### config.mk
export PLATFORM = sky130hd
export DESIGN_NAME = spi_regfile_peripheral
export DESIGN_NICKNAME = d
export VERILOG_FILES = /design/src/rtl/spi_regfile_pkg.sv /design/src/rtl/spi_sync_edge.sv /design/src/rtl/spi_regfile_peripheral.sv
export SDC_FILE = /design/constraint.sdc
export NUM_CORES = 1
export LEC_CHECK = 0
export ABC_AREA = 1
export CAP_MARGIN = 10
export CELL_PAD_IN_SITES_DETAIL_PLACEMENT = 1
export CELL_PAD_IN_SITES_GLOBAL_PLACEMENT = 1
export CORE_ASPECT_RATIO = 0.9
export CORE_MARGIN = 4
export CORE_UTILIZATION = 37
export DETAILED_ROUTE_END_ITERATION = 8
export GPL_TIMING_DRIVEN = 0
export PLACE_DENSITY = 0.81
export REMOVE_ABC_BUFFERS = 1
export SLEW_MARGIN = 20
export SYNTH_ARGS = -nofsm -noshare
export SYNTH_HDL_FRONTEND = slang
export SYNTH_SLANG_ARGS = --single-unit
### constraint.sdc
create_clock -name clk -period 3 [get_ports clk]
set_input_delay 0.45 -clock clk [delete_from_list [all_inputs] [get_ports clk]]
set_output_delay 0.45 -clock clk [all_outputs]
set_load 0.02 [all_outputs]
### src/rtl/spi_regfile_pkg.sv
// rtl/spi_regfile_pkg.sv - shared types and frame helpers for the SPI register-file target
package spi_regfile_pkg;

  typedef enum logic [1:0] {
    ST_IDLE,
    ST_ADDR,
    ST_DATA,
    ST_DONE
  } state_t;

  localparam logic RW_WRITE = 1'b1;
  localparam logic RW_READ  = 1'b0;

  function automatic int frame_w(input int addr_w, input int data_w);
    return 1 + addr_w + data_w;
  endfunction

endpackage

### src/rtl/spi_sync_edge.sv
// rtl/spi_sync_edge.sv - multi-flop synchronizer with rise/fall detect on the last two samples
module spi_sync_edge #(
  parameter int   STAGES    = 2,
  parameter logic RESET_VAL = 1'b0
) (
  input  logic clk,
  input  logic rst_n,
  input  logic din,
  output logic dout,
  output logic rise,
  output logic fall
);

  logic [STAGES-1:0] sync_q;
  logic              prev_q;

  always_ff @(posedge clk or negedge rst_n) begin
    if (!rst_n) begin
      sync_q <= {STAGES{RESET_VAL}};
      prev_q <= RESET_VAL;
    end else begin
      sync_q <= {sync_q[STAGES-2:0], din};
      prev_q <= sync_q[STAGES-1];
    end
  end

  assign dout = sync_q[STAGES-1];
  assign rise = dout & ~prev_q;
  assign fall = ~dout & prev_q;

endmodule

### src/rtl/spi_regfile_peripheral.sv
// rtl/spi_regfile_peripheral.sv - SPI mode-0 target with read/write access to a register bank
module spi_regfile_peripheral #(
  parameter int NUM_REGS    = 8,
  parameter int ADDR_W      = 7,
  parameter int DATA_W      = 8,
  parameter int SYNC_STAGES = 2
) (
  input  logic                       clk,
  input  logic                       rst_n,
  input  logic                       sclk,
  input  logic                       copi,
  input  logic                       ncs,
  output logic                       cipo,
  output logic                       cipo_oe,
  output logic [NUM_REGS*DATA_W-1:0] regs_o,
  output logic                       wr_pulse_o,
  output logic [ADDR_W-1:0]          wr_addr_o
);

  import spi_regfile_pkg::*;

  localparam int FRAME_W = frame_w(ADDR_W, DATA_W);
  localparam int CNT_W   = $clog2(FRAME_W + 1);

  localparam logic [CNT_W-1:0]  LAST_ADDR  = CNT_W'(ADDR_W);
  localparam logic [CNT_W-1:0]  FIRST_DATA = CNT_W'(ADDR_W + 1);
  localparam logic [CNT_W-1:0]  LAST_DATA  = CNT_W'(FRAME_W - 1);
  localparam logic [ADDR_W:0]   NUM_REGS_L = (ADDR_W + 1)'(NUM_REGS);

  logic sclk_level_unused, sclk_rise, sclk_fall;
  logic ncs_s, ncs_rise_unused, ncs_fall_unused;
  logic copi_s, copi_rise_unused, copi_fall_unused;

  spi_sync_edge #(.STAGES(SYNC_STAGES), .RESET_VAL(1'b0)) u_sync_sclk (
    .clk  (clk),
    .rst_n(rst_n),
    .din  (sclk),
    .dout (sclk_level_unused),
    .rise (sclk_rise),
    .fall (sclk_fall)
  );

  spi_sync_edge #(.STAGES(SYNC_STAGES), .RESET_VAL(1'b1)) u_sync_ncs (
    .clk  (clk),
    .rst_n(rst_n),
    .din  (ncs),
    .dout (ncs_s),
    .rise (ncs_rise_unused),
    .fall (ncs_fall_unused)
  );

  spi_sync_edge #(.STAGES(SYNC_STAGES), .RESET_VAL(1'b0)) u_sync_copi (
    .clk  (clk),
    .rst_n(rst_n),
    .din  (copi),
    .dout (copi_s),
    .rise (copi_rise_unused),
    .fall (copi_fall_unused)
  );

  state_t             state_q, state_d;
  logic [CNT_W-1:0]   cnt_q;
  logic [ADDR_W:0]    hdr_q;
  logic [ADDR_W:0]    hdr_next;
  logic [DATA_W-1:0]  data_sh;
  logic [DATA_W-1:0]  out_sh;
  logic [DATA_W-1:0]  rd_data;
  logic               commit_q;
  logic               armed_q;
  logic [SYNC_STAGES-1:0] settle_q;
  logic               addr_in_range;
  logic               is_read;

  assign hdr_next      = {hdr_q[ADDR_W-1:0], copi_s};
  assign addr_in_range = {1'b0, hdr_q[ADDR_W-1:0]} < NUM_REGS_L;
  assign is_read       = (hdr_q[ADDR_W] == RW_READ);

  // Reads select on the address including the bit arriving this cycle.
  always_comb begin
    rd_data = '0;
    for (int k = 0; k < NUM_REGS; k++) begin
      if (hdr_next[ADDR_W-1:0] == ADDR_W'(k)) rd_data = regs_o[k*DATA_W +: DATA_W];
    end
  end

  always_ff @(posedge clk or negedge rst_n) begin
    if (!rst_n) state_q <= ST_IDLE;
    else        state_q <= state_d;
  end

  // armed_q keeps a frame cut by reset from resuming until ncs is seen high.
  always_comb begin
    state_d = state_q;
    if (ncs_s) begin
      state_d = ST_IDLE;
    end else begin
      case (state_q)
        ST_IDLE: if (armed_q) state_d = ST_ADDR;
        ST_ADDR: if (sclk_rise && cnt_q == LAST_ADDR) state_d = ST_DATA;
        ST_DATA: if (sclk_rise && cnt_q == LAST_DATA) state_d = ST_DONE;
        default: state_d = state_q;
      endcase
    end
  end

  always_ff @(posedge clk or negedge rst_n) begin
    if (!rst_n) begin
      cnt_q      <= '0;
      hdr_q      <= '0;
      data_sh    <= '0;
      out_sh     <= '0;
      commit_q   <= 1'b0;
      armed_q    <= 1'b0;
      settle_q   <= '0;
      regs_o     <= '0;
      wr_pulse_o <= 1'b0;
      wr_addr_o  <= '0;
    end else begin
      settle_q   <= {settle_q[SYNC_STAGES-2:0], 1'b1};
      commit_q   <= 1'b0;
      wr_pulse_o <= 1'b0;

      if (settle_q[SYNC_STAGES-1] && ncs_s) armed_q <= 1'b1;

      if (state_q == ST_IDLE && state_d == ST_ADDR) begin
        cnt_q   <= '0;
        hdr_q   <= '0;
        data_sh <= '0;
        out_sh  <= '0;
      end

      if (!ncs_s && sclk_rise) begin
        if (state_q == ST_ADDR) begin
          hdr_q <= hdr_next;
          cnt_q <= cnt_q + CNT_W'(1);
          if (cnt_q == LAST_ADDR) out_sh <= (hdr_next[ADDR_W] == RW_READ) ? rd_data : '0;
        end else if (state_q == ST_DATA) begin
          data_sh <= {data_sh[DATA_W-2:0], copi_s};
          cnt_q   <= cnt_q + CNT_W'(1);
          if (cnt_q == LAST_DATA && !is_read && addr_in_range) commit_q <= 1'b1;
        end
      end

      // The fall closing the last address bit must not shift: the MSB is still owed.
      if (!ncs_s && sclk_fall && state_q == ST_DATA && is_read && cnt_q > FIRST_DATA)
        out_sh <= {out_sh[DATA_W-2:0], 1'b0};

      if (commit_q) begin
        wr_pulse_o <= 1'b1;
        wr_addr_o  <= hdr_q[ADDR_W-1:0];
        for (int k = 0; k < NUM_REGS; k++) begin
          if (hdr_q[ADDR_W-1:0] == ADDR_W'(k)) regs_o[k*DATA_W +: DATA_W] <= data_sh;
        end
      end
    end
  end

  assign cipo    = (state_q == ST_DATA && is_read) ? out_sh[DATA_W-1] : 1'b0;
  assign cipo_oe = ~ncs_s;

endmodule

==> run_results.csv, run 1 <==
group,metric,value,unit
grt,gr-total-overflow,0,
setup_path,path_buf_inv,0,
clock_network,htreeDepth,4,
pwr,combPwrFrac,0.028,
clock_network,cts_setup_buffers,0,
route,via_count,4409,
synth,ys.flop_type,"dfrtp_1",
sta,slew-limit-headroom,0.4965,
run_status,status,"finished, final reports clean",
setup_path,start_kind,"flop",
synth,synth.yosys.seq_area_share,0.5751,
clock_network,numCtsBuffers,17,
route,finalWirelength,15550,microns
clock_network,clock_latency,0.42,ns
route,drc,0,
synth,synth.distinct_cells,31,
setup_path,rr_worst_depth,11,
synth,synth.avg_cell_area,8.710,sq um
grt,grt_pass1_vias,5033,
final_layout,register_area,2855,sq um
grt,grt_max_degree,68,
run,cap_viol_max_count,0,
setup_path,cp-startpoint,"cnt_q[1]",
final_layout,fin_nets,663,
setup_path,cp_slowest_cell,"nand2_1",
die,die_w,130.1,microns
clock_network,cts_root_buf,"clkbuf_16",
pwr,swShare,0.2119,
setup_path,ff2ff_setup_slack,0.67,ns
final_layout,num-fill-cells,1498,
grt,antenna_found_initial,0,
synth,ys_ff_latch,114,
die,ios,79,
sta,setup_tns,0,ns
setup_path,critPathMaxFanout,19,
synth,yosysTopAreaCell,"dfrtp_1",
setup_path,crit_arrival,2.61,ns
setup_path,crit_required,3.27,ns
synth,async_reset_ff_frac,1.000,
synth,synth_edf_count,0,
synth,ys_warn_count,0,
die,rows,39,
setup_path,critPathCaptureType,"flop",
die,die_h,117.9,microns
pwr,seq_power_share,0.406,
clock_network,clock_path_buffers,2,
sta,tightest_slew,0.7524,ns
final_layout,diodes,0,
clock_network,cts.hold.buffers_added,0,
setup_path,path_class,"reg2reg",
setup_path,crit_end,"data_sh[2]",
die,core_area,12930,sq um
sta,hold_viol,0,
route,dr.pass1.iters,4,
route,vias_per_cell,5.299,
die,initial_core_util,0.3839,
route,ant_nets,0,
pwr,intPower,3.027,mW
clock_network,clkTransAtPathRegs,0.05,ns
setup_path,rr_startpoint,"cnt_q[1]",
final_layout,stdcell_count,832,
pwr,clkPwrFrac,0.565,
setup_path,path_depth,11,
clock_network,cts_tree,"yes",
placed_design,place_inst,800,
synth,syn-cell-area,4965,sq um
sta,period_share,0.7774,
synth,synth_top_area_frac,0.5645,
pwr,leakagePower,2.860,nW
setup_path,r2r_end,"data_sh[2]",
pwr,switching_power,0.8138,mW
synth,syn_inst,570,
setup_path,crit_top_cell,"nand2_1",
synth,synthTopCellsByArea,"dfrtp_1, nand2_1, o21ai_0",
clock_network,cts_sinks,114,
grt,grt_pass1_wl,25760,microns
die,dieArea,15340,sq um
route,wl_per_cell,18.69,microns
setup_path,critPathTopFamily,"simple AND/OR/NAND/NOR gates",
pwr,power.density,587.1,nW/um^2
placed_design,portBuffers,78,
pwr,vdd_drop_max,0.3825,mV
final_layout,area_delta_synth_final,31.75,%
final_layout,layout_common_cells,"nand2_1, dfrtp_1, clkdlybuf4s50_1, nor2_1, o21ai_0",
placed_design,dp_hpwl,10700,microns
sta,fin_worst_skew,0.009389,ns
final_layout,layout.cells.most_common,"nand2_1",
sta,drv_slew,0,
sta,post-route-min-period,2.332,ns
setup_path,max_stage_delay,0.41,ns
final_layout,multi_input_area,1849,sq um
grt,grt.total_usage,0.2154,
placed_design,gp_congestion,0.8350,
final_layout,drive_above_1_share,0.07784,
setup_path,cp_cell_sequence,"ha_1 > nand2_1 > nor2_1 > ha_1 > nand2_1 > nor2_1 > nor2_1 > nand2_1 > nand3_2 > nand2_1 > o22ai_1",
sta,setup_viol,0,
route,drt_iter0_markers,249,
clock_network,ctsResizeCount,0,
sta,max_freq,428.8,MHz
sta,rsz0062_at_grt,"false",
hold_path,worstHoldPathType,"in2async",
-- kinds of logic after synthesis --
group,count (synthesis),synth area share
and+or+nand+nor,264,0.2339
AOI/OAI and AO/OA,123,0.1285
DFF,114,0.5751
buffers and inverters,64,0.05242
adders and majority gates,3,0.007561
xor gates and xnor gates,1,0.001764
other,1,0.0007553
-- worst min path at each step --
stage / cells past startpoint / end / slack [ns]
floorplan: 0 / armed_q / 0.15
global placement: 0 / settle_q[1] / 0.33
CTS: 1 / regs_o[60] / 0.05
global route: 1 / regs_o[60] / 0.07
detailed placement: 0 / u_sync_copi.sync_q[1] / 0.34
finish: 1 / regs_o[60] / 0.03
-- power groups by stage --
stage	sequential (mW)	clock, mW	combinational (mW)
finish	1.56	2.17	0.109
global placement	1.59	0	0.0985
global route	1.56	2.27	0.124
floorplan	1.58	0	0.0462
CTS	1.56	2.20	0.111
detailed placement	1.59	0	0.110
-- through the flow --
step / area (sq um) / utilization / setup WS [ns] / total power, mW / hold slack, ns
finish: 6541 / 0.5059 / 0.6678 / 3.841 / 0.02870
global route: 6541 / 0.5059 / 0.3627 / 3.959 / 0.07218
CTS: 6541 / 0.5059 / 0.6598 / 3.866 / 0.05241
detailed placement: 5911 / 0.4571 / 0.7036 / 1.696 / 0.3396
global placement: 5882 / 0.4549 / -2.869 / 1.685 / 0.3329
floorplan: 4896 / - / 1.206 / 1.630 / 0.1544
-- worst reg2reg max path, cell delays in order, from the launching register on --
cell,delay [ns]
dfrtp_1,0.38
ha_1,0.19
nand2_1,0.10
nor2_1,0.12
ha_1,0.19
nand2_1,0.06
nor2_1,0.09
nor2_1,0.07
nand2_1,0.07
nand3_2,0.35
nand2_1,0.41
o22ai_1,0.15
-- sequential cells by signal, summed over array words and instances (netlist names) --
name / count
wr_pulse_o: 1
commit_q: 1
wr_addr_o: 7
out_sh: 8
hdr_q: 8
settle_q: 2
u_sync_copi.sync_q: 2
state_q: 2
u_sync_sclk.prev_q: 1
u_sync_ncs.sync_q: 2
armed_q: 1
cnt_q: 5
u_sync_sclk.sync_q: 2
data_sh: 8
regs_o: 64
-- per-layer routing --
layer	vias up	global-route usage	wire length, microns
li1	2057	-	-
met3	31	0.05082	548
met5	-	0	0
met2	98	0.3522	7755
met4	0	0.08052	383
met1	2223	0.2754	6861
-- synth_stat cells (2+ instances only) --
library cell and number:
nor3_1 4, nand2_1 128, buf_2 10, a21oi_1 27
dfrtp_1 112, inv_1 46, o21bai_1 2, nand3_1 48
inv_2 4, o21ai_1 32, nor2_4 2, nand3b_1 2
nand4_1 7, dfstp_2 2, ha_1 3, nor2_1 60
clkbuf_1 2, nor2_2 2, nand2_2 7, o21ai_0 51
o22ai_1 9
-- final cells by class --
cell class / instances / area share
inverter: 51 / 0.02927
tap: 164 / 0.03137
clock inverter: 9 / 0.02334
timing repair buffer: 79 / 0.1238
sequential: 114 / 0.4365
clock buffer: 23 / 0.07307
multi-input combinational: 392 / 0.2827
Note: power is estimated with default switching activity, not from simulation.
==> run 2: changes to the inputs <==
--- a/config.mk
+++ b/config.mk
@@ -11,10 +11,10 @@
 export CELL_PAD_IN_SITES_GLOBAL_PLACEMENT = 1
 export CORE_ASPECT_RATIO = 0.9
 export CORE_MARGIN = 4
-export CORE_UTILIZATION = 37
+export CORE_UTILIZATION = 36
 export DETAILED_ROUTE_END_ITERATION = 8
 export GPL_TIMING_DRIVEN = 0
-export PLACE_DENSITY = 0.81
+export PLACE_DENSITY = 0.82
 export REMOVE_ABC_BUFFERS = 1
 export SLEW_MARGIN = 20
 export SYNTH_ARGS = -nofsm -noshare
==> constraint.sdc (replaced) <==
create_clock -name clk -period 1.9 [get_ports clk]
set_input_delay 0.285 -clock clk [delete_from_list [all_inputs] [get_ports clk]]
set_output_delay 0.285 -clock clk [all_outputs]
set_load 0.02 [all_outputs]
==> run_results.csv, run 2 (same netlist as run 1, synthesis figures left out) <==
group,metric,value,unit
run_status,status,"complete, but fails checks",
run_status,violations,"setup timing",
final_layout,largest_register_ffs,64,
pwr,clkPwrFrac,0.566,
grt,grt_pass1_vias,5025,
clock_network,cts_tree,"yes",
sta,max_freq,510.2,MHz
setup_path,critPathCaptureType,"flop",
route,dr.pass1.iters,5,
final_layout,layout.cells.most_common,"nand2_1",
route,ant_nets,0,
clock_network,clock_path_buffers,2,
grt,grt.total_usage,0.2200,
die,die_w,131.8,microns
final_layout,fin_area,7023,sq um
die,rows,40,
grt,grt_max_degree,67,
die,dieArea,15740,sq um
sta,fin_worst_skew,0.009734,ns
route,finalWirelength,17410,microns
setup_path,crit_arrival,2.27,ns
final_layout,stdcell_count,856,
pwr,combPwrFrac,0.039,
clock_network,cts_sinks,114,
placed_design,dp_hpwl,10810,microns
die,core_area,13410,sq um
pwr,seq_power_share,0.395,
clock_network,htreeDepth,4,
final_layout,fin_nets,683,
setup_path,path_class,"reg2reg",
grt,antenna_found_initial,0,
clock_network,numCtsBuffers,17,
route,drt_iter0_markers,226,
pwr,swShare,0.2128,
sta,rsz0062_at_grt,"true",
sta,setup_viol,16,
setup_path,critPathMaxFanout,5,
final_layout,drive_above_1_share,0.1831,
placed_design,gp_congestion,0.8407,
placed_design,placed_area,5916,sq um
grt,grt_pass1_wl,27230,microns
pwr,switching_power,1.329,mW
grt,gr-total-overflow,0,
pwr,power.density,889.3,nW/um^2
hold_path,worstHoldPathType,"in2reg",
setup_path,start_kind,"flop",
die,initial_core_util,0.3701,
clock_network,cts_root_buf,"clkbuf_16",
route,drc,0,
pwr,intPower,4.917,mW
placed_design,place_inst,804,
route,via_count,4670,
pwr,vdd_drop_max,0.6562,mV
clock_network,clock_latency,0.43,ns
final_layout,top_register,"regs_o",
sta,setup_ws,-0.06013,ns
placed_design,portBuffers,78,
sta,slew-limit-headroom,0.6240,
pwr,p_total,6.246,mW
route,vias_per_cell,5.456,
die,die_h,119.4,microns
clock_network,clkTransAtPathRegs,0.05,ns
setup_path,crit_required,2.21,ns
run,cap_viol_max_count,0,
pwr,leakagePower,3.074,nW
route,wl_per_cell,20.33,microns
sta,drv_slew,0,
sta,hold_viol,0,
die,ios,79,
sta,tightest_slew,0.5634,ns
sta,post-route-min-period,1.960,ns
sta,period_share,1.032,
final_layout,area_delta_synth_final,41.46,%
final_layout,layout_common_cells,"nand2_1, dfrtp_1, clkdlybuf4s50_1, nor2_1, o21ai_0",
final_layout,diodes,0,
[run 2: changes by cell type in the layout (fill, tap and decap cells not counted), moves of 6 or more]
cell | previous run | this run
a21oi_2 | 0 | 7
o22ai_1 | 9 | 1
nand3_1 | 48 | 42
nand2_2 | 7 | 15
o22ai_2 | 0 | 8
nor2_4 | 2 | 9
buf_4 | 0 | 15
a21oi_1 | 27 | 18
nor2_1 | 60 | 52
o21ai_0 | 51 | 44
nand2_1 | 128 | 114
[run 2: final timing paths]
| kind | from | end | slack, ns | cells after the start |
|---|---|---|---|---|
| setup reg to reg | cnt_q[0] | out_sh[6] | -0.06 | 12 |
| hold / removal | ncs | u_sync_ncs.sync_q[0] | 0.27 | 1 |
| hold reg to reg | u_sync_sclk.sync_q[0] | u_sync_sclk.sync_q[1] | 0.35 | 0 |
| min in group asynchronous | rst_n | u_sync_copi.sync_q[0] | 0.37 | 2 |
| max in group asynchronous | rst_n | u_sync_ncs.sync_q[1] | 0.80 | 3 |
| setup / recovery | cnt_q[0] | out_sh[6] | -0.06 | 12 |
[run 2: power by group through the flow]
stage | Combinational, mW | Sequential, mW | Clock [mW]
final | 0.243 | 2.47 | 3.54
after global routing | 0.267 | 2.47 | 3.69
after CTS | 0.206 | 2.46 | 3.56
after detailed placement | 0.173 | 2.51 | 0
after global placement | 0.155 | 2.50 | 0
after floorplan | 0.0729 | 2.50 | 0
[run 2: cell type report]
| type | count | area, sq um |
|---|---|---|
| sequential | 114 | 2858 |
| inverter | 51 | 195.2 |
| timing repair buffer | 98 | 982.2 |
| tap | 168 | 210.2 |
| multi-input combinational | 393 | 2133 |
| clock buffer | 23 | 467.9 |
| clock inverter | 9 | 176.4 |
| fill | 1531 | 6390 |
[run 2: critical path, stage by stage (launching register included)]
cell and delay [ns]:
dfrtp_1 0.37, ha_2 0.20, nand2_2 0.08, nor2_2 0.11, ha_2 0.20, nand2_2 0.07
nor2_4 0.12, nor2_2 0.05, nand2_2 0.09, nand3_4 0.12, clkbuf_16 0.20, a21oi_4 0.11
a21oi_1 0.09
[run 2: timing repair]
item,CTS,global route
buffers inserted,7,10
resized for setup,17,68
endpoints found under the hold margin,48,0
gates cloned,1,1
pin swaps,2,7
endpoints found under the setup margin,35,69
hold buffers,1,0
[run 2: layer usage]
layer	wire [microns]	global-route usage	share of wire	vias to the layer above
met1	7348	0.2794	0.42	2376
met4	455	0.07480	0.026	0
met5	0	0	0	-
li1	-	-	-	2101
met2	8696	0.3657	0.50	151
met3	904	0.05870	0.052	42
[run 2: stage by stage]
step / util / worst slack [ns] / hold slack [ns] / setup TNS, ns
2_1_floorplan: - / 0.1062 / -0.01059 / 0
3_3_place_gp: 0.4389 / -3.789 / 0.3316 / -432.36
6_report: 0.5236 / -0.06013 / 0.2715 / -0.3379
4_1_cts: 0.4988 / -0.1272 / 0.2665 / -1.917
3_5_place_dp: 0.4410 / -0.3863 / 0.2623 / -7.773
5_1_grt: 0.5236 / -0.1591 / 0.2701 / -3.368
